==> config.mk <==
export PLATFORM = sky130hd
export DESIGN_NAME = sn76489_cmd_decoder
export DESIGN_NICKNAME = d
export VERILOG_FILES = /design/src/rtl/sn76489_cmd_decoder.sv
export SDC_FILE = /design/constraint.sdc
export NUM_CORES = 1
export LEC_CHECK = 0
export ABC_AREA = 1
export CAP_MARGIN = 10
export CELL_PAD_IN_SITES_DETAIL_PLACEMENT = 0
export CELL_PAD_IN_SITES_GLOBAL_PLACEMENT = 1
export CORE_UTILIZATION = 31
export CTS_CLUSTER_SIZE = 14
export DETAILED_ROUTE_END_ITERATION = 10
export PLACE_DENSITY = 0.8
export SLEW_MARGIN = 20
export SYNTH_ARGS = -nofsm -noshare
export SYNTH_HDL_FRONTEND = slang
export SYNTH_SLANG_ARGS = --single-unit
==> constraint.sdc <==
create_clock -name CLK -period 1.4 [get_ports CLK]
set_input_delay 0.42 -clock CLK [delete_from_list [all_inputs] [get_ports CLK]]
set_output_delay 0.42 -clock CLK [all_outputs]
set_load 0.01 [all_outputs]
==> src/rtl/sn76489_cmd_decoder.sv <==
// SN76489 command decoder: counts bit strobes, captures each finished byte and applies it to the register file.
// Optional SN76489_FRAME_TIMEOUT_EN discards a partial byte after TIMEOUT_CYCLES idle cycles.
module sn76489_cmd_decoder #(
  parameter int TIMEOUT_CYCLES = 255
) (
  input  logic       CLK,
  input  logic       RST,
  input  logic       SHIFT_EN,
  input  logic [7:0] BYTE_IN,
  output logic [9:0] TONE0,
  output logic [9:0] TONE1,
  output logic [9:0] TONE2,
  output logic [3:0] ATTEN0,
  output logic [3:0] ATTEN1,
  output logic [3:0] ATTEN2,
  output logic [3:0] ATTEN3,
  output logic [2:0] NOISE_CTRL,
  output logic       NOISE_RESET,
  output logic       WR_STROBE,
  output logic [2:0] WR_ADDR
);

  logic [2:0] bit_cnt_q, bit_cnt_d;
  logic       pending_q, pending_d;
  logic       cap_valid_q, cap_valid_d;
  logic [7:0] cap_byte_q, cap_byte_d;
  logic [2:0] latch_q, latch_d;
  logic [9:0] tone_q [3];
  logic [9:0] tone_d [3];
  logic [3:0] atten_q [4];
  logic [3:0] atten_d [4];
  logic [2:0] noise_ctrl_q, noise_ctrl_d;
  logic       noise_reset_q, noise_reset_d;
  logic       wr_strobe_q, wr_strobe_d;
  logic [2:0] wr_addr_q, wr_addr_d;

  logic [2:0] target;
  logic [1:0] ch;
  logic       is_atten;

`ifdef SN76489_FRAME_TIMEOUT_EN
  localparam logic [15:0] TIMEOUT_LIMIT = 16'(TIMEOUT_CYCLES);
  logic [15:0] idle_q, idle_d;
`else
  logic [15:0] unused_timeout;
  assign unused_timeout = 16'(TIMEOUT_CYCLES);
`endif

  // Byte framing: the byte is sampled in the cycle after the 8th strobe, once upstream has shifted it in.
  always_comb begin
    // NOTE: every _d gets a default first so no path leaves it unassigned and no latch is inferred.
    bit_cnt_d   = bit_cnt_q;
    pending_d   = 1'b0;
    cap_valid_d = pending_q;
    cap_byte_d  = pending_q ? BYTE_IN : cap_byte_q;
    if (SHIFT_EN) begin
      bit_cnt_d = bit_cnt_q + 3'd1;
      if (bit_cnt_q == 3'd7) pending_d = 1'b1;
    end
`ifdef SN76489_FRAME_TIMEOUT_EN
    idle_d = 16'd0;
    if (!SHIFT_EN && bit_cnt_q != 3'd0) begin
      if (idle_q + 16'd1 == TIMEOUT_LIMIT) begin
        bit_cnt_d = 3'd0;
      end else begin
        idle_d = idle_q + 16'd1;
      end
    end
`endif
  end

  // Register file update from the captured byte; a data byte reuses the last latched register.
  always_comb begin
    target   = cap_byte_q[7] ? cap_byte_q[6:4] : latch_q;
    ch       = target[2:1];
    is_atten = target[0];

    latch_d       = latch_q;
    tone_d        = tone_q;
    atten_d       = atten_q;
    noise_ctrl_d  = noise_ctrl_q;
    noise_reset_d = 1'b0;
    wr_strobe_d   = 1'b0;
    wr_addr_d     = wr_addr_q;

    if (cap_valid_q) begin
      wr_strobe_d = 1'b1;
      wr_addr_d   = target;
      if (cap_byte_q[7]) latch_d = cap_byte_q[6:4];
      if (is_atten) begin
        atten_d[ch] = cap_byte_q[3:0];
      end else if (ch == 2'd3) begin
        noise_ctrl_d  = cap_byte_q[2:0];
        noise_reset_d = 1'b1;
      end else begin
        for (int i = 0; i < 3; i++) begin
          if (ch == 2'(i)) begin
            if (cap_byte_q[7]) tone_d[i][3:0] = cap_byte_q[3:0];
            else               tone_d[i][9:4] = cap_byte_q[5:0];
          end
        end
      end
    end
  end

  always_ff @(posedge CLK) begin
    if (RST) begin
      bit_cnt_q     <= 3'd0;
      pending_q     <= 1'b0;
      cap_valid_q   <= 1'b0;
      latch_q       <= 3'b000;
      // NOTE: the register file is visible on the ports, so every entry gets a defined reset value.
      for (int i = 0; i < 3; i++) tone_q[i] <= 10'd0;
      for (int i = 0; i < 4; i++) atten_q[i] <= 4'hF;
      noise_ctrl_q  <= 3'd0;
      noise_reset_q <= 1'b0;
      wr_strobe_q   <= 1'b0;
      wr_addr_q     <= 3'd0;
`ifdef SN76489_FRAME_TIMEOUT_EN
      idle_q        <= 16'd0;
`endif
    end else begin
      // NOTE: non-blocking assignments so every flop samples the pre-edge value of its source.
      bit_cnt_q     <= bit_cnt_d;
      pending_q     <= pending_d;
      cap_valid_q   <= cap_valid_d;
      latch_q       <= latch_d;
      tone_q        <= tone_d;
      atten_q       <= atten_d;
      noise_ctrl_q  <= noise_ctrl_d;
      noise_reset_q <= noise_reset_d;
      wr_strobe_q   <= wr_strobe_d;
      wr_addr_q     <= wr_addr_d;
`ifdef SN76489_FRAME_TIMEOUT_EN
      idle_q        <= idle_d;
`endif
    end
  end

  // Captured byte is qualified by cap_valid_q, so it needs no reset.
  always_ff @(posedge CLK) begin
    cap_byte_q <= cap_byte_d;
  end

  assign TONE0       = tone_q[0];
  assign TONE1       = tone_q[1];
  assign TONE2       = tone_q[2];
  assign ATTEN0      = atten_q[0];
  assign ATTEN1      = atten_q[1];
  assign ATTEN2      = atten_q[2];
  assign ATTEN3      = atten_q[3];
  assign NOISE_CTRL  = noise_ctrl_q;
  assign NOISE_RESET = noise_reset_q;
  assign WR_STROBE   = wr_strobe_q;
  assign WR_ADDR     = wr_addr_q;

endmodule

# ---- After elaboration in Yosys (flattened, before gate mapping)
# Index checks and enable logic that the tools add are counted.
dict set report op_classes {
  order_cmp 2
  eq_ne 4
  shift 0
  add_sub_neg 1
  n_reduce_logical 12
  multipliers 0
  bitwise_logic 6
  mux 7
  n_div 0
}
# cell n
set ops {}
lappend ops {{$reduce_and 5->1} 6}
lappend ops {{$bwmux 16} 1}
lappend ops {{$demux 4 s2} 1}
lappend ops {{$not 1->1} 5}
lappend ops {{$eq 2x2->1 const B} 2}
lappend ops {{$mux 4} 1}
lappend ops {{$add 3x1->3 const B} 1}
lappend ops {{$eq 3x3->1 const B} 1}
lappend ops {{$ge 3x3->1 const B} 1}
lappend ops {{$lt 3x1->1 const B} 1}
lappend ops {{$mux 1} 3}
lappend ops {{$mux 3} 1}
lappend ops {{$not 2->3} 1}
lappend ops {{$reduce_and 3->1} 1}
lappend ops {{$reduce_or 3->1} 1}
lappend ops {{$eq 2x1->1 const B} 1}
lappend ops {{$logic_not 2->1} 1}
lappend ops {{$reduce_and 2->1} 1}
lappend ops {{$reduce_or 2->1} 1}
lappend ops {{$logic_and 1x1->1} 1}
dict set report totals {
  latch_bits 0
  mem_count 0
  rom_bits 0
  regBits 67
  ram_bits 0
}

# ---- Logic depth before layout (Yosys ltp)
dict set report logic_depth {
  ltp_word 7
  ltp_mapped 9
  depth_no_buf 9
}

# ---- Worst setup path after synthesis
# OpenSTA, ideal clock, no wires.
dict set report synth_timing {
  path_kind {flip-flop to flip-flop}
  startpoint {reg cap_byte_q[7]}
  endpoint {reg tone_q (netlist bit TONE2[0])}
  path_stages_with_launch 9
  synth_period_minus_slack_ps 1311
  arrival_ps 1195
  n_path_buf 0
  setup_ps 116
  path_slack_ps 89
  cell_sequence {edfxtp_1 inv_2 nand2_1 nand2_4 nand2_1 nor2_1 inv_1 nor2_1 nor2_1}
}
dict set report synth_via {
  elab_chain_len 4
  elab_cells_between_ends 6
  cone_classes {eq/ne: 2; mux: 1; bitwise: 2; reduce/logical: 1}
}
# item line_no
set synth_rtl {}
lappend synth_rtl {{start, declared} 26} ;# logic [7:0] cap_byte_q, cap_byte_d;
lappend synth_rtl {{start signal, assigned} 142} ;# cap_byte_q <= cap_byte_d;
lappend synth_rtl {{$mux 3} --}
lappend synth_rtl {{$eq 2x2->1} 92} ;# end else if (ch == 2'd3) begin
lappend synth_rtl {{$not 1->1 (no line)} --}
lappend synth_rtl {{$reduce_and 5->1 (no line) (*)} --}
lappend synth_rtl {{end signal, assigned} 128} ;# tone_q <= tone_d;
lappend synth_rtl {{end, declared} 28} ;# logic [9:0] tone_q [3];
# Every way passes the cells marked *; elsewhere a longest branch is shown, timed or not.
# A chain may end at the register's enable or synchronous reset.

# ---- Worst setup path in the final report
dict set report layout_timing {
  startpoint {reg cap_byte_q[7]}
  endpoint {reg atten_q (netlist bit ATTEN3[0])}
}
dict set report layout_via {
  elab_chain_len 7
  elab_cells_between_ends 9
  cone_classes {order compare: 2; mux: 4; bitwise: 1; reduce/logical: 2}
}
# item line_no
set layout_rtl {}
lappend layout_rtl {{$mux 3 (*)} --}
lappend layout_rtl {{$not 2->3 (implied by the code)} 91} ;# atten_d[ch] = cap_byte_q[3:0];
lappend layout_rtl {{$ge 3x3->1 (implied by the code) / $lt 3x1->1 (equally long branches)} 91}
lappend layout_rtl {{$logic_and 1x1->1 (implied by the code)} 91}
lappend layout_rtl {{$mux 4 (implied by the code)} 91}
lappend layout_rtl {{$demux 4 s2} 91}
lappend layout_rtl {{$bwmux 16} 91}
lappend layout_rtl {{end signal, assigned} 129} ;# atten_q <= atten_d;
lappend layout_rtl {{end, declared} 30} ;# logic [3:0] atten_q [4];
# Marks and branches as above.

==> metrics.md <==
| Metric | Value |
|---|---|
| P per Cell Area | 1010 nW/um^2 |
| Fraction of registers with async set/reset | 0% |
| Leakage power | 1.76 nW |
| First-pass GRT wire length | 10.0 mm |
| CP Class | reg -> reg |
| Die area | 8620 sq um |
| Largest area contributor in the netlist | dfxtp_1 |
| CP Capture Type | flip-flop |
| Largest net degree at the start of global routing | 37 |
| Failing checks | negative setup slack |
| Final core utilization | 46.5% |
| WP data arrival | 1680 ps |
| Final wirelength | 6.05 mm |
| Initial antenna violation count | 0 |
| Core box area | 7850 sq um |
| Synthesized flop and latch total | 67 |
| Initial DRT Pass Iterations | 5 |
| Most frequent CP cell | nand2_1 |
| CP Data Required Time | 1670 ps |
| Ys flop type | dfxtp_1 |
| Pins Over Slew Limit | 0 |
| Worst-path clk slew | 70 ps |
| RD Place Congestion | 0.758 |
| CTS Hold Bufs | 0 |
| Crit-path max FO | 6 |
| EDFF count, synth | 8 |
| Footprint of the multi-input gates | 1010 sq um |
| Via count | 2289 |
| Most area-consuming cells after synthesis | dfxtp_1, nand2_1, edfxtp_1 |
| Layout Nets | 429 |
| Post-Layout Cell Count | 522 |
| Dpl hpwl | 4.17 mm |
| Fin crit period | 1410 ps |
| Chip width | 92.8 um |
| Syn Area/Cell | 7.63 sq um |
| CTS tree | built |
| R2R Setup Slk | -10 ps |
| Core Rows | 32 |
| H-tree levels | 3 |
| Clock sinks | 67 |
| R2R Path End | ATTEN3[0] |
| Worst reg-to-reg path cell count | 8 |
| Status | finished, violations left |
| Wire per inst | 11.6 um |
| Fin Clk Skew | 1.90 ps |
| Latest clock arrival within the worst-skew pair | 330 ps |
| Register Area | 1420 sq um |
| Critical path endpoint | ATTEN3[0] |
| Worst slew margin | 67.0% |
| Top-area cell type share of the netlist area | 46.2% |
| Final period utilization | 101% |
| Post-Syn Area | 2560 sq um |
| Power, Total | 0.00369 W |
| WHS | 466 ps |
| Clock root buffer | clkbuf_8 |
| HP Class | reg -> reg |
| Fraction of layout cells with a size suffix above 1 | 16.4% |
| I/O Pins | 65 |
| Filler Cell Count | 802 |
| Dpl cells | 506 |
| Setup crit start | cap_byte_q[7] |
| DRC viols | 0 |
| Largest stage delay on the critical path | 450 ps |
| Reg-to-reg startpoint | cap_byte_q[7] |
| IO Port Bufs | 64 |
| GR Util All Layers | 15.1% |
| Final Hold Viols | 0 |
| Grt total ovfl | 0 |
| Syn nets | 348 |
| Total CTS buffers | 9 |
| Setup TNS | -19.8 ps |
| Endpoints failing setup | 2 |
| Critical Path Start Type | flip-flop |
| Antenna violation net count after detailed routing | 0 |
| Post-synth cell types | 20 |
| Syn. warnings | 0 |
| Synth-to-layout area growth | 42.8% |
| Largest vdd supply drop | 0.442 mV |
| Worst Tran Pin Value | 495 ps |
| Unrepaired setup endpoints after global routing | true |
| Max-Cap Viols | 0 |
| Maximum clock frequency | 0.709 GHz |
| Initial core utilization | 32.6% |
| DRT iter0 DRCs | 86 |
| Critical path's slowest cell | edfxtp_1 |
| Hold Crit Start | TONE1[0] |
| Vias per cell | 4.39 |
| Syn Inst Count | 335 |
| CP cell instances | inv_2 > nand2_1 > nand2_4 > nor2_4 > nand3_2 > inv_1 > nand2_1 > nand3_1 |
| Seq/Total Area, Yosys | 55.6% |
| Number of global-route vias before repair | 2116 |
| Die H | 92.8 um |
| Bufs on Longest Clock Path | 2 |
| N_diodes | 0 |
| Setup slack after layout | -11.4 ps |
[routing by layer]
layer / wire length [um] / vias to the layer above / track usage [%]
li1: - / 1190 / -
met4: 91 / 0 / 7.44
met5: 0 / - / 0
met2: 2660 / 61 / 22.1
met3: 374 / 8 / 4.11
met1: 2920 / 1030 / 20.4
[cells by family (layout without fill, tap and decap cells)]
| logic type | Yosys count | count (layout) | share of synthesized area (%) |
|---|---|---|---|
| DFF | 67 | 67 | 55.6 |
| AOI/OAI and AO/OA | 21 | 21 | 4.21 |
| buffers and inverters | 50 | 135 | 7.83 |
| adders and majority gates | 2 | 2 | 0.978 |
| xor gates and xnor gates | 1 | 1 | 0.343 |
| and+or+nand+nor | 194 | 194 | 31.1 |
[power breakdown]
part	internal (W)	switching (W)	total [W]
sequential	0.00195	0.00000628	0.00196
combinational	0.0000513	0.0000453	0.0000966
clock	0.000957	0.000681	0.00164
[worst min-delay path by stage]
stage / end / cells after the start
floorplan: bit_cnt_q[1] / 2
global placement: TONE1[0] / 2
detailed placement: TONE1[0] / 2
CTS: ATTEN3[3] / 2
global route: TONE1[0] / 2
finish: TONE1[0] / 2
[sequential cells by signal (all words and copies together) (netlist names), 3 cells and up]
signal / count
ATTEN0: 4
ATTEN1: 4
ATTEN2: 4
ATTEN3: 4
NOISE_CTRL: 3
TONE0: 10
TONE1: 10
TONE2: 10
WR_ADDR: 3
bit_cnt_q: 3
cap_byte_q: 8
[synthesized netlist by cell type, types with 3 or more instances]
master and n:
nor2_1 63, edfxtp_1 8, o21ai_0 10, nand4_1 3, a21oi_1 10, nand2_2 3
clkbuf_1 3, nand3_1 25, dfxtp_1 59, nand2_1 96, inv_1 34, buf_2 10
[worst max-delay path: cells and delay by family, from the launching register on]
family	cells	cell delay, ps
buffers and inverters	2	230
AND/OR/NAND/NOR	6	680
flip-flops	1	450
[area by class of cell]
class                   count  area share, %
clock buffers              13           4.62
clock inverters             2          0.959
inverters                  37           3.80
multi-input cells         218           27.7
flip-flops and latches     67           39.0
well taps                 102           3.49
repair buffers             83           20.4
[placed cells by master (no fill, tap or decap), drive strengths merged, types with 19 or more instances in the layout]
master and count:
clkbuf 22, clkdlybuf4s15 21, nor2 66, buf 19, inv 36, nand3 25, dlygate4sd2 24, dfxtp 59
nand2 100
[metrics by stage]
step	setup slack (ps)	instance area [sq um]
3_5_place_dp	-103	3420
2_1_floorplan	89.3	2560
5_1_grt	-119	3650
6_report	-11.4	3650
4_1_cts	-20.7	3610
3_3_place_gp	-65.1	3420
[timing repair]
item                       in CTS  in global routing
resized for setup              74                 51
setup endpoints to repair      84                 80
setup buffers                   0                  1
pin swaps                       1                  7
Power figures use the tool's default switching activity.
